File: config.mk
export PLATFORM = sky130hd
export DESIGN_NAME = xif_mem_responder
export DESIGN_NICKNAME = d
export VERILOG_FILES = /design/src/rtl/fpu_ss_pkg.sv /design/src/rtl/xif_mem_responder.sv
export SDC_FILE = /design/constraint.sdc
export NUM_CORES = 1
export LEC_CHECK = 0
export ABC_AREA = 1
export BUFFER_PORTS_ARGS = -buffer_cell sky130_fd_sc_hd__buf_4
export CAP_MARGIN = 20
export CORE_MARGIN = 1
export CORE_UTILIZATION = 45
export CTS_BUF_LIST = sky130_fd_sc_hd__clkbuf_4
export DETAILED_ROUTE_END_ITERATION = 10
export PLACE_DENSITY_LB_ADDON = 0.15
export SETUP_SLACK_MARGIN = 0.05
export SYNTH_ARGS = -nofsm -noshare
export SYNTH_HDL_FRONTEND = slang
export SYNTH_SLANG_ARGS = --single-unit
export TNS_END_PERCENT = 30
File: constraint.sdc
create_clock -name clk_i -period 3.4 [get_ports clk_i]
set_clock_uncertainty 0.05 [all_clocks]
set_input_delay 0.17 -clock clk_i [delete_from_list [all_inputs] [get_ports clk_i]]
set_output_delay 0.17 -clock clk_i [all_outputs]
set_load 0.02 [all_outputs]
File: src/rtl/fpu_ss_pkg.sv
// Shared types and constants for the FPU subsystem X-interface memory path.
// Request, response and result bundles plus misalignment exception codes.
package fpu_ss_pkg;

    localparam int unsigned XIdWidth = 4;

    localparam logic [5:0] EXC_LD_ADDR_MISALIGNED = 6'd4;
    localparam logic [5:0] EXC_ST_ADDR_MISALIGNED = 6'd6;

    typedef struct packed {
        logic [XIdWidth-1:0] id;
        logic [31:0]         addr;
        logic [1:0]          mode;
        logic                we;
        logic [2:0]          size;
        logic [3:0]          be;
        logic [1:0]          attr;
        logic [31:0]         wdata;
        logic                last;
        logic                spec;
    } x_mem_req_t;

    typedef struct packed {
        logic       exc;
        logic [5:0] exccode;
        logic       dbg;
    } x_mem_resp_t;

    typedef struct packed {
        logic [XIdWidth-1:0] id;
        logic [31:0]         rdata;
        logic                err;
        logic                dbg;
    } x_mem_result_t;

endpackage

File: src/rtl/xif_mem_responder.sv
// Bridges coprocessor X-interface memory requests onto a single OBI data port.
// One transaction in flight; misaligned accesses are rejected at accept time.
module xif_mem_responder
    import fpu_ss_pkg::*;
#(
    parameter logic ZeroWaitAccept = 1'b0
) (
    input  logic          clk_i,
    input  logic          rst_ni,
    input  logic          x_mem_valid_i,
    output logic          x_mem_ready_o,
    input  x_mem_req_t    x_mem_req_i,
    output x_mem_resp_t   x_mem_resp_o,
    output logic          x_mem_result_valid_o,
    output x_mem_result_t x_mem_result_o,
    output logic          data_req_o,
    input  logic          data_gnt_i,
    output logic [31:0]   data_addr_o,
    output logic          data_we_o,
    output logic [3:0]    data_be_o,
    output logic [31:0]   data_wdata_o,
    input  logic          data_rvalid_i,
    input  logic [31:0]   data_rdata_i,
    input  logic          data_err_i
);

    typedef enum logic [1:0] {
        IDLE,
        REQ,
        WAIT,
        RESULT
    } state_e;

    state_e              state_q, state_d;
    logic [XIdWidth-1:0] id_q, id_d;
    logic [31:0]         addr_q, addr_d;
    logic                we_q, we_d;
    logic [3:0]          be_q, be_d;
    logic [31:0]         wdata_q, wdata_d;
    logic [31:0]         rdata_q, rdata_d;
    logic                err_q, err_d;
    logic                misaligned;
    logic                unused_req;

    assign unused_req = ^{x_mem_req_i.mode, x_mem_req_i.attr,
                          x_mem_req_i.last, x_mem_req_i.spec};

    // Natural alignment of the offered access; sizes above a word never fit
    always_comb begin
        case (x_mem_req_i.size)
            3'd0:    misaligned = 1'b0;
            3'd1:    misaligned = x_mem_req_i.addr[0];
            3'd2:    misaligned = |x_mem_req_i.addr[1:0];
            default: misaligned = 1'b1;
        endcase
    end

    // Next state, latched fields and all handshake outputs
    always_comb begin
        state_d              = state_q;
        id_d                 = id_q;
        addr_d               = addr_q;
        we_d                 = we_q;
        be_d                 = be_q;
        wdata_d              = wdata_q;
        rdata_d              = rdata_q;
        err_d                = err_q;
        x_mem_ready_o        = 1'b0;
        x_mem_resp_o         = '0;
        x_mem_result_valid_o = 1'b0;
        data_req_o           = 1'b0;
        data_addr_o          = addr_q;
        data_we_o            = we_q;
        data_be_o            = be_q;
        data_wdata_o         = wdata_q;
        case (state_q)
            IDLE: begin
                x_mem_ready_o = 1'b1;
                if (x_mem_valid_i) begin
                    if (misaligned) begin
                        x_mem_resp_o.exc     = 1'b1;
                        x_mem_resp_o.exccode = x_mem_req_i.we ?
                            EXC_ST_ADDR_MISALIGNED : EXC_LD_ADDR_MISALIGNED;
                    end else begin
                        id_d    = x_mem_req_i.id;
                        addr_d  = x_mem_req_i.addr;
                        we_d    = x_mem_req_i.we;
                        be_d    = x_mem_req_i.be;
                        wdata_d = x_mem_req_i.wdata;
                        state_d = REQ;
                        if (ZeroWaitAccept) begin
                            data_req_o   = 1'b1;
                            data_addr_o  = x_mem_req_i.addr;
                            data_we_o    = x_mem_req_i.we;
                            data_be_o    = x_mem_req_i.be;
                            data_wdata_o = x_mem_req_i.wdata;
                            if (data_gnt_i) begin
                                state_d = WAIT;
                            end
                        end
                    end
                end
            end
            REQ: begin
                data_req_o = 1'b1;
                if (data_gnt_i) begin
                    state_d = WAIT;
                end
            end
            WAIT: begin
                if (data_rvalid_i) begin
                    rdata_d = we_q ? 32'h0 : data_rdata_i;
                    err_d   = data_err_i;
                    state_d = RESULT;
                end
            end
            RESULT: begin
                x_mem_result_valid_o = 1'b1;
                state_d              = IDLE;
            end
            default: state_d = IDLE;
        endcase
    end

    assign x_mem_result_o = '{id: id_q, rdata: rdata_q, err: err_q, dbg: 1'b0};

    // State and transaction registers
    always_ff @(posedge clk_i or negedge rst_ni) begin
        if (!rst_ni) begin
            state_q <= IDLE;
            id_q    <= '0;
            addr_q  <= '0;
            we_q    <= 1'b0;
            be_q    <= '0;
            wdata_q <= '0;
            rdata_q <= '0;
            err_q   <= 1'b0;
        end else begin
            state_q <= state_d;
            id_q    <= id_d;
            addr_q  <= addr_d;
            we_q    <= we_d;
            be_q    <= be_d;
            wdata_q <= wdata_d;
            rdata_q <= rdata_d;
            err_q   <= err_d;
        end
    end

endmodule

Yosys cells after proc, flatten, opt, wreduce, memory -nomap -nowiden
Index checks and enable logic that the tools add are counted.
Storage, ports and cells
  output and inout bits: 118
  bits of input ports: 120
  word-level logic and storage cells: 38
  register bits after elaboration: 108
Operators by class
  equal/unequal tests: 9
  bitwise logic cells: 1
  mux-type cells: 14
  reduce and logical (&&, ||, !) cells: 6
Operators with widths (count)
  two-way mux 32 bit: 1
  two-way mux 7 bit: 3
  two-way mux 2 bit: 5
  != test 2 bit, second input constant: 4
  one-hot mux 2 bit (4 select lines): 1
  equality test 2 bit, second input constant: 2
  AND reduction 4 bit: 1
  equality test 3 x 1 -> 1 bit, second input constant: 1
  equality test 3 x 2 -> 1 bit, second input constant: 1
  logical NOT 3 bit: 1
  two-way mux 1 bit: 3
  one-hot mux 1 bit (3 select lines): 1
  AND reduction 3 bit: 1
  equality test 2 x 1 -> 1 bit, second input constant: 1
  logical NOT 2 bit: 1
  AND reduction 2 bit: 1
  OR reduction 2 bit: 1
  inverter 1 bit: 1

Logic depth before layout (Yosys ltp)
Gate-level depths: netlist (run 1).
  word-level depth: 5
  gate-level depth with buffers: 9

Worst setup path before layout (run 1)
No wires, ideal clock.
  path kind: register to output
  start: register state_q[0]
  end: output x_mem_resp_o[7] (netlist bit)
  data arrival time: 1786 ps
  cell stages (with the launch flop): 8
  data required time: 3180 ps
  path slack: 1394 ps
  cells stage by stage: dfrtp_1 -> inv_1 -> ha_1 -> nand2_1 -> buf_4 -> clkbuf_1 -> nor2_1 -> buf_4
RTL lines
  start, declared: RTL line xif_mem_responder.sv:34  | state_e state_q, state_d;
  start signal, assigned: RTL line xif_mem_responder.sv:139  | state_q <= state_d;
  end, declared: RTL line xif_mem_responder.sv:13  | output x_mem_resp_t x_mem_resp_o,

==> parameters.txt, run 1 <==
Parameter                              Value

Status
  Outcome    finished clean

GRT
  Overall Global Routing Usage    26.7%
  Total congestion overflow    0
  Largest net degree at the start of global routing    60
  Antenna violations before repair    0
  Via count of the first global-routing pass    4569
  Wire length of the first global-routing pass    21300 um

CTS
  CTS tree    done
  Cts repair resizes    0
  Clock H-tree levels    3
  Clk Tree Root Cell    clkbuf_4
  CTS clock-pin slew for the worst setup and hold paths    0.16 ns
  Later-pin clock latency in the skew report    0.45 ns
  Setup Fix Bufs, Post-CTS    0
  Number of buffers created by CTS    9
  TritonCTS Sinks    108
  # hold bufs at CTS    107
  Maximum clock path buffer count    2

Placement
  Detailed placer's ending HPWL    8270 um
  I/O Buffers    225
  Setup slack after placement    1.22 ns
  Final weighted congestion in routability-driven placement    0.761
  Area of placed instances    6200 sq um
  Number of instances in the placed design    834

Layout
  Final core utilization    75.7%
  Footprint of the flip-flops and latches    2700 sq um
  Final-stage net count    943
  Fraction of final layout cells sized beyond drive strength 1    32.3%
  Count of inserted antenna diode cells    0
  Filler cell count    660
  Layout Cells excl Fill    957
  Area added between synthesis and finish    63.7%
  Summed area of non-filler cells in the final layout    7400 sq um
  Multi-input gate area in the final layout    1540 sq um

Setup path
  Number of cells on the worst reg-to-reg path    7
  Worst setup path startpoint    state_q[1]
  Reg-to-reg critical path endpoint    data_we_o
  Worst path required time    3.18 ns
  CP max stage delay    0.45 ns
  Reg-to-Reg Start    state_q[1]
  Maximum net fanout on the critical path    35
  Critical Path, Cell by Cell    inv_1 > ha_1 > nand2_2 > nor3b_1 > buf_4
  Kind of critical path    flop to primary output
  Data arrival, critical path    2.22 ns
  Last element of the critical path    x_mem_resp_o[2]
  Setup crit start kind    flop
  Critical path buffer and inverter count    2
  Standard cell with the maximum stage delay on the critical path    dfrtp_1
  CP Capture Type    primary output
  Largest delay share family, worst path    simple AND/OR/NAND/NOR gates
  Critical path depth    5
  Reg-to-reg setup timing slack    1.22 ns

Min path
  Hold/Removal Path Class    input port to flop

Yosys
  Cell area after synthesis    4520 sq um
  Count of cell types in the netlist    20
  Warning count from the yosys run    0
  Share of synthesized area occupied by flip-flops and latches    59.8%
  Yosys reg bits    108
  Post-Synthesis Mean Instance Area    8.95 sq um
  Cells after synthesis    505

Pwr
  Leakage power    3.86 nW
  Cell internal power dissipation    3.29 mW
  Sw power    2.47 mW
  Worst-case vdd ir drop    0.395 mV
  Proportion of power drawn by the clock network    11.1%
  Switching share of power    42.9%
  Proportion of power drawn by flip-flops and latches    37.9%
  P per Cell Area    779 nW/um^2
  Total chip power    5.76 mW
  Power share of the combinational group    51.0%

Route
  WL/cell    14.5 um
  Drt first pass iters    7
  Via count    4615
  ANT nets after route    0
  Wirelength, routed    13800 um
  Post-detailed-route DRC marker count    0
  Number of vias per cell    4.82
  1st-iter DRT viols    220

Die
  Starting utilization of the core area    46.3%
  Row cnt    36
  Core footprint    9770 sq um
  I/O pins    238
  DIE WIDTH    102 um
  Total Die Area    10500 sq um
  Vertical die dimension    102 um

STA
  Final WS setup    0.956 ns
  Slew at the pin closest to its max-slew limit    0.990 ns
  Setup repair after global routing missed its margin    false
  Hold Fails Final Rpt    0
  Achievable frequency    409 MHz
  Final setup violation count    0
  Pins over their slew limit    0
  Min cycle time layout    2.44 ns
  Ratio of final minimum period to clock period    71.9%
  Worst slew margin relative to its limit    33.9%
  Final total negative setup slack    0 ns
  Worst-case hold slack    0.0759 ns

Run
  Number of max-capacitance violations reported    0
==> worst reg2reg max path, cell delays in order, from the launching register on <==
cell and delay [ns]:
dfrtp_1 0.45, inv_1 0.10, ha_1 0.22, nand2_2 0.39
nor2_4 0.23, buf_4 0.43, nand2_1 0.13, o21ai_0 0.10
==> layer usage <==
metal	global-route usage (%)	share of wire, %	vias up
met5	0	0	-
met4	10.9	2.9	0
met3	7.59	7.2	36
met2	45.8	50	180
met1	31.4	40	2185
li1	-	-	2214
==> cell usage in the layout, fill, tap and decap left out, drive strengths merged, types with 2 or more instances in the layout <==
cell and instances:
buf 233, nand2 224, or2 2, inv 10, nor2 4, ha 4
clkinvlp 3, o21ai 105, nand3 3, dfrtp 108, conb 6, dlygate4sd3 107
clkbuf 9, clkinv 3
==> cell usage after synthesis, drive strengths merged <==
master,instances,area [sq um]
mux2,1,11.3
nor2,4,22.5
nand2,224,871
nand3,3,15.0
clkbuf,19,78.8
inv,10,37.5
conb,1,3.75
dfrtp,108,2700
buf,23,184
or2,2,12.5
ha,4,50.1
nor3b,1,7.51
o21ai,105,526
==> power groups by stage <==
stage	sequential, mW	clock, mW	combinational [mW]
after CTS	2.17	0.664	2.93
after global routing	2.26	0.718	3.19
after floorplan	2.88	0	0.828
after detailed placement	2.19	0	2.82
after global placement	2.17	0	2.77
final	2.18	0.642	2.94
==> worst min-delay path by stage <==
stage	start	endpoint	slack, ns	cells past startpoint
after floorplan	rst_ni	data_addr_o[0]	-0.18	0
after detailed placement	rst_ni	data_wdata_o[0]	0.24	1
after global routing	x_mem_req_i[42]	state_q[0]	0.09	5
after CTS	x_mem_req_i[42]	state_q[1]	0.06	5
final	x_mem_req_i[42]	state_q[1]	0.08	5
after global placement	rst_ni	data_wdata_o[0]	0.23	1
==> cell families (layout without fill, tap and decap cells) <==
family / Yosys count / after routing / share of synthesized area [%]
DFF: 108 / 108 / 59.8
buffers and inverters: 52 / 366 / 6.64
muxes: 1 / 1 / 0.249
other: 1 / 6 / 0.0829
adders and majority gates: 4 / 4 / 1.11
and+or+nand+nor: 234 / 234 / 20.5
AOI/OAI and AO/OA: 105 / 105 / 11.6
==> sequential cells by signal (all words and copies together) (netlist names) <==
name	cells
data_addr_o	32
data_wdata_o	32
rdata_q	32
data_be_o	4
id_q	4
state_q	2
data_we_o	1
err_q	1
==> layout make-up <==
cell class | count | area share (%)
Timing Repair Buffer | 340 | 38.1
Sequential cell | 108 | 36.5
Multi-Input combinational cell | 350 | 20.8
Tap cell | 133 | 2.25
Clock buffer | 9 | 0.913
Clock inverter | 7 | 0.913
Inverter | 10 | 0.507
No activity file was read; power rests on OpenSTA's default activity.
==> inputs of run 2 (changes only) <==
--- a/config.mk
+++ b/config.mk
@@ -9,7 +9,7 @@
 export BUFFER_PORTS_ARGS = -buffer_cell sky130_fd_sc_hd__buf_4
 export CAP_MARGIN = 20
 export CORE_MARGIN = 1
-export CORE_UTILIZATION = 45
+export CORE_UTILIZATION = 42
 export CTS_BUF_LIST = sky130_fd_sc_hd__clkbuf_4
 export DETAILED_ROUTE_END_ITERATION = 10
 export PLACE_DENSITY_LB_ADDON = 0.15
==> constraint.sdc (replaced) <==
create_clock -name clk_i -period 2.1 [get_ports clk_i]
set_clock_uncertainty 0.05 [all_clocks]
set_input_delay 0.105 -clock clk_i [delete_from_list [all_inputs] [get_ports clk_i]]
set_output_delay 0.105 -clock clk_i [all_outputs]
set_load 0.02 [all_outputs]
==> parameters.txt, run 2 (synthesized netlist as in run 1, its figures left out) <==
Parameter                              Value

Status
  Outcome    finished clean (unchanged)

GRT
  Wire length of the first global-routing pass    22600 um (was 21300 um)
  Via count of the first global-routing pass    4759 (was 4569)
  Antenna violations before repair    0 (unchanged)
  Total congestion overflow    0 (unchanged)
  Overall Global Routing Usage    25.5% (was 26.7%)
  Largest net degree at the start of global routing    52 (was 60)

Layout
  Final core utilization    72.4% (was 75.7%)
  Commonest non-fill, non-tap cell in the layout    buf_4 (unchanged)
  Layout Cells excl Fill    964 (was 957)
  Commonest non-fill, non-tap cells in the layout    buf_4, nand2_1, dfrtp_1 (unchanged)
  Fraction of final layout cells sized beyond drive strength 1    32.9% (was 32.3%)
  Final-stage net count    948 (was 943)
  Area added between synthesis and finish    66.1% (was 63.7%)
  Filler cell count    752 (was 660)
  Footprint of the flip-flops and latches    2700 sq um (unchanged)
  Summed area of non-filler cells in the final layout    7510 sq um (was 7400 sq um)
  Count of inserted antenna diode cells    0 (unchanged)
  Multi-input gate area in the final layout    1570 sq um (was 1540 sq um)

STA
  Final total negative setup slack    0 ns (unchanged)
  Hold Fails Final Rpt    0 (unchanged)
  Ratio of final minimum period to clock period    93.3%
  Setup repair after global routing missed its margin    false (unchanged)
  Final WS setup    0.142 ns (was 0.956 ns)
  Achievable frequency    511 MHz
  Min cycle time layout    1.96 ns
  Final setup violation count    0 (unchanged)
  Pins over their slew limit    0 (unchanged)

CTS
  Clk Tree Root Cell    clkbuf_4 (unchanged)
  CTS clock-pin slew for the worst setup and hold paths    0.15 ns (was 0.16 ns)
  TritonCTS Sinks    108 (unchanged)
  Maximum clock path buffer count    2 (unchanged)
  Clock H-tree levels    3 (unchanged)
  Number of buffers created by CTS    9 (unchanged)
  CTS tree    done (unchanged)
  Later-pin clock latency in the skew report    0.42 ns (was 0.45 ns)

Pwr
  P per Cell Area    1260 nW/um^2 (was 779 nW/um^2)
  Worst-case vdd ir drop    0.708 mV (was 0.395 mV)
  Leakage power    3.92 nW (was 3.86 nW)

Route
  Post-detailed-route DRC marker count    0 (unchanged)
  Number of vias per cell    4.80 (was 4.82)
  Via count    4629 (was 4615)
  Drt first pass iters    4 (was 7)
  ANT nets after route    0 (unchanged)
  1st-iter DRT viols    280 (was 220)
  Wirelength, routed    13900 um (was 13800 um)
  WL/cell    14.4 um (was 14.5 um)

Placement
  Final weighted congestion in routability-driven placement    0.791 (was 0.761)
  I/O Buffers    225 (unchanged)
  Setup slack after placement    0.409 ns (was 1.22 ns)
  Area of placed instances    6280 sq um (was 6200 sq um)
  Number of instances in the placed design    841 (was 834)
  Detailed placer's ending HPWL    8510 um (was 8270 um)

Die
  I/O pins    238 (unchanged)
  Total Die Area    11200 sq um (was 10500 sq um)
  Vertical die dimension    106 um (was 102 um)
  Row cnt    37 (was 36)
  Starting utilization of the core area    43.6% (was 46.3%)
  DIE WIDTH    106 um (was 102 um)
  Core footprint    10400 sq um (was 9770 sq um)

Min path
  Hold/Removal Path Class    input port to flop (unchanged)

Setup path
  Worst path required time    1.95 ns (was 3.18 ns)
  CP Capture Type    primary output (unchanged)
  Kind of critical path    flop to primary output (unchanged)
  Setup crit start kind    flop (unchanged)
  Maximum net fanout on the critical path    29 (was 35)
  Data arrival, critical path    1.80 ns (was 2.22 ns)

Run
  Number of max-capacitance violations reported    0 (unchanged)
run 2: cell count changes in the layout (fill, tap and decap cells not counted), sizes merged:
cell,change
buf,+5
clkbuf,+3
clkinvlp,-3
clkinv,-1
run 2: final timing paths:
kind | from | endpoint | slack [ns] | cells past startpoint
worst max-delay path | state_q[1] | x_mem_resp_o[3] | 0.14 | 6
worst min register to register | data_addr_o[14] | data_addr_o[14] | 0.45 | 2
worst max register to register | state_q[1] | data_be_o[2] | 0.46 | 7
worst min-delay path | x_mem_req_i[42] | state_q[1] | 0.08 | 5
max in group asynchronous | rst_ni | data_addr_o[15] | 1.19 | 3
min in group asynchronous | rst_ni | data_addr_o[27] | 0.12 | 2
run 2: area by class of cell:
class | count | area share, %
Sequential cell | 108 | 36.0
Tap cell | 136 | 2.27
Clock inverter | 3 | 0.516
Inverter | 10 | 0.500
Timing Repair Buffer | 345 | 38.7
Multi-Input combinational cell | 350 | 20.8
Clock buffer | 12 | 1.20
run 2: critical path, cell delays in order (launching register included):
cell     delay, ns
dfrtp_1       0.44
inv_1         0.12
ha_4          0.17
nand2_2       0.10
buf_12        0.18
nor2_1        0.19
buf_4         0.18
run 2: power breakdown:
group	switching (mW)	internal, mW
registers	0.508	3.02
logic	2.85	2.06
clock network	0.623	0.394
run 2: repair_timing:
action	in CTS	in global routing
resized for setup	1	3
hold buffers	107	0
endpoints found under the hold margin	181	0
endpoints found under the setup margin	1	3
setup buffers	1	0
run 2: per-stage QoR:
| step | hold slack (ns) | total power [mW] |
|---|---|---|
| 2_1_floorplan | -0.241 | 6.00 |
| 3_3_place_gp | 0.0467 | 8.08 |
| 3_5_place_dp | 0.0518 | 8.22 |
| 4_1_cts | 0.0395 | 9.42 |
| 5_1_grt | 0.103 | 10.0 |
| 6_report | 0.0832 | 9.45 |
run 2: per-layer routing:
metal	track usage, %	vias up	wire, um
met4	10.6	0	379
met2	44.7	181	7040
met1	30.3	2201	5630
li1	-	2216	-
met5	0	-	0
met3	5.38	31	850
==> inputs of run 3 (changes only) <==
--- a/config.mk
+++ b/config.mk
@@ -12,7 +12,8 @@
 export CORE_UTILIZATION = 42
 export CTS_BUF_LIST = sky130_fd_sc_hd__clkbuf_4
 export DETAILED_ROUTE_END_ITERATION = 10
-export PLACE_DENSITY_LB_ADDON = 0.15
+export GPL_ROUTABILITY_DRIVEN = 0
+export PLACE_DENSITY = 0.78
 export SETUP_SLACK_MARGIN = 0.05
 export SYNTH_ARGS = -nofsm -noshare
 export SYNTH_HDL_FRONTEND = slang
==> parameters.txt, run 3 (synthesized netlist as in run 1, its figures left out) <==
Parameter                              Value

CTS
  CTS tree    done (unchanged)
  Later-pin clock latency in the skew report    0.43 ns (was 0.42 ns)
  Number of buffers created by CTS    9 (unchanged)
  TritonCTS Sinks    108 (unchanged)
  Maximum clock path buffer count    2 (unchanged)
  CTS clock-pin slew for the worst setup and hold paths    0.14 ns (was 0.15 ns)
  Clock H-tree levels    3 (unchanged)
  Clk Tree Root Cell    clkbuf_4 (unchanged)

Min path
  Hold/Removal Path Class    input port to flop (unchanged)

GRT
  Wire length of the first global-routing pass    22900 um (was 22600 um)
  Antenna violations before repair    0 (unchanged)
  Largest net degree at the start of global routing    45 (was 52)
  Via count of the first global-routing pass    4752 (was 4759)
  Overall Global Routing Usage    26.0% (was 25.5%)
  Total congestion overflow    0 (unchanged)

Layout
  Commonest non-fill, non-tap cells in the layout    buf_4, nand2_1, dfrtp_1, dlygate4sd3_1, o21ai_0 (was buf_4, nand2_1, dfrtp_1)
  Final-stage net count    951 (was 948)
  Fraction of final layout cells sized beyond drive strength 1    33.2% (was 32.9%)
  Footprint of the flip-flops and latches    2700 sq um (unchanged)
  Multi-input gate area in the final layout    1560 sq um (was 1570 sq um)
  Commonest non-fill, non-tap cell in the layout    buf_4 (unchanged)
  Filler cell count    724 (was 752)
  Area added between synthesis and finish    66.4% (was 66.1%)
  Summed area of non-filler cells in the final layout    7520 sq um (was 7510 sq um)

Die
  Row cnt    37 (unchanged)
  DIE WIDTH    106 um (unchanged)
  I/O pins    238 (unchanged)
  Core footprint    10400 sq um (unchanged)
  Total Die Area    11200 sq um (unchanged)
  Vertical die dimension    106 um (unchanged)
  Starting utilization of the core area    43.6% (unchanged)

Setup path
  Setup crit start kind    flop (unchanged)
  Largest delay share family, worst path    buffers and inverters (unchanged)
  Worst path required time    1.95 ns (about the same)
  Standard cell with the maximum stage delay on the critical path    dfrtp_1 (unchanged)
  CP max stage delay    0.41 ns (was 0.44 ns)
  Kind of critical path    flop to primary output (unchanged)
  Critical Path, Cell by Cell    inv_1 > ha_4 > nand2_2 > buf_6 > nor3b_2 > buf_4 (was inv_1 > ha_4 > nand2_2 > buf_12 > nor2_1 > buf_4)
  Data arrival, critical path    1.75 ns (was 1.80 ns)
  Critical path buffer and inverter count    3 (unchanged)
  CP Capture Type    primary output (unchanged)
  Maximum net fanout on the critical path    21 (was 29)

STA
  Min cycle time layout    1.90 ns (was 1.96 ns)
  Final setup violation count    0 (unchanged)
  Hold Fails Final Rpt    0 (unchanged)
  Final total negative setup slack    0 ns (unchanged)
  Ratio of final minimum period to clock period    90.6% (was 93.3%)
  Achievable frequency    526 MHz (was 511 MHz)
  Slew at the pin closest to its max-slew limit    0.575 ns
  Pins over their slew limit    0 (unchanged)
  Setup repair after global routing missed its margin    false (unchanged)
  Worst slew margin relative to its limit    61.7%

Placement
  I/O Buffers    225 (unchanged)
  Detailed placer's ending HPWL    8850 um (was 8510 um)
  Area of placed instances    6260 sq um (was 6280 sq um)

Route
  1st-iter DRT viols    306 (was 280)
  ANT nets after route    0 (unchanged)
  Drt first pass iters    4 (unchanged)
  WL/cell    14.7 um (was 14.4 um)
  Post-detailed-route DRC marker count    0 (unchanged)
  Number of vias per cell    4.83 (was 4.80)
  Wirelength, routed    14300 um (was 13900 um)
  Via count    4678 (was 4629)

Pwr
  Leakage power    3.93 nW (was 3.92 nW)
  P per Cell Area    1260 nW/um^2 (about the same)
  Worst-case vdd ir drop    0.648 mV (was 0.708 mV)
  Total chip power    9.48 mW (was 9.45 mW)

Status
  Outcome    finished clean (unchanged)

Run
  Number of max-capacitance violations reported    0 (unchanged)
==> run 3: cell count changes in the layout (fill, tap and decap cells not counted), sizes merged <==
cell,previous run,this run
buf,238,240
clkbuf,12,14
clkinv,2,1
diode,0,1
dlygate4sd3,107,108
==> run 3: final cells by class <==
cell class / instances / area share [%]
antenna: 1 / 0.0333
clock buffer: 14 / 1.40
clock inverter: 2 / 0.466
inverter: 10 / 0.499
multi-input combinational: 350 / 20.7
sequential: 108 / 35.9
tap: 136 / 2.26
timing repair buffer: 348 / 38.7
==> run 3: final timing paths <==
kind | start | end | slack, ns | cells after the start
min in group asynchronous | rst_ni | data_wdata_o[0] | 0.15 | 2
hold reg to reg | id_q[1] | id_q[1] | 0.45 | 2
max in group asynchronous | rst_ni | data_addr_o[3] | 1.25 | 3
setup / recovery | state_q[0] | x_mem_resp_o[2] | 0.20 | 6
setup reg to reg | state_q[1] | rdata_q[22] | 0.36 | 6
hold / removal | x_mem_valid_i | state_q[0] | 0.09 | 6
==> run 3: worst reg2reg max path: stages, from the launching register on <==
cell and delay (ns):
dfrtp_1 0.42, buf_4 0.15, ha_1 0.21, nand2_2 0.29
buf_4 0.33, nand2_1 0.10, o21ai_0 0.10
==> run 3: per-layer routing <==
metal / global-route usage [%] / up-vias / share of wire, %
li1: - / 2225 / -
met1: 29.7 / 2219 / 39
met2: 47.0 / 201 / 51
met3: 5.57 / 33 / 7.0
met4: 10.8 / 0 / 2.8
met5: 0 / - / 0
==> run 3: where the power goes <==
| part | switching, mW | internal [mW] |
|---|---|---|
| Sequential | 0.517 | 3.02 |
| Clock | 0.620 | 0.432 |
| Combinational | 2.86 | 2.04 |
==> run 3: metrics by stage <==
| stage | setup WS [ns] | utilization (%) | hold WS, ns | std cells |
|---|---|---|---|---|
| final | 0.197 | 72.6 | 0.0904 | 969 |
| after global routing | 0.0346 | 72.5 | 0.101 | 968 |
| after CTS | 0.0528 | 72.4 | 0.0623 | 968 |
| after detailed placement | 0.392 | 60.4 | 0.0881 | 842 |
| after global placement | 0.458 | 60.4 | 0.0842 | 842 |
| after floorplan | 0.159 | - | -0.241 | 510 |
==> run 3: what timing repair did <==
item                       4_1_cts  5_1_grt
setup buffers                    2        0
setup endpoints to repair        3        3
hold buffers                   108        0
resized for setup                1        3
hold endpoints to repair       163        0
gates cloned                     0        0
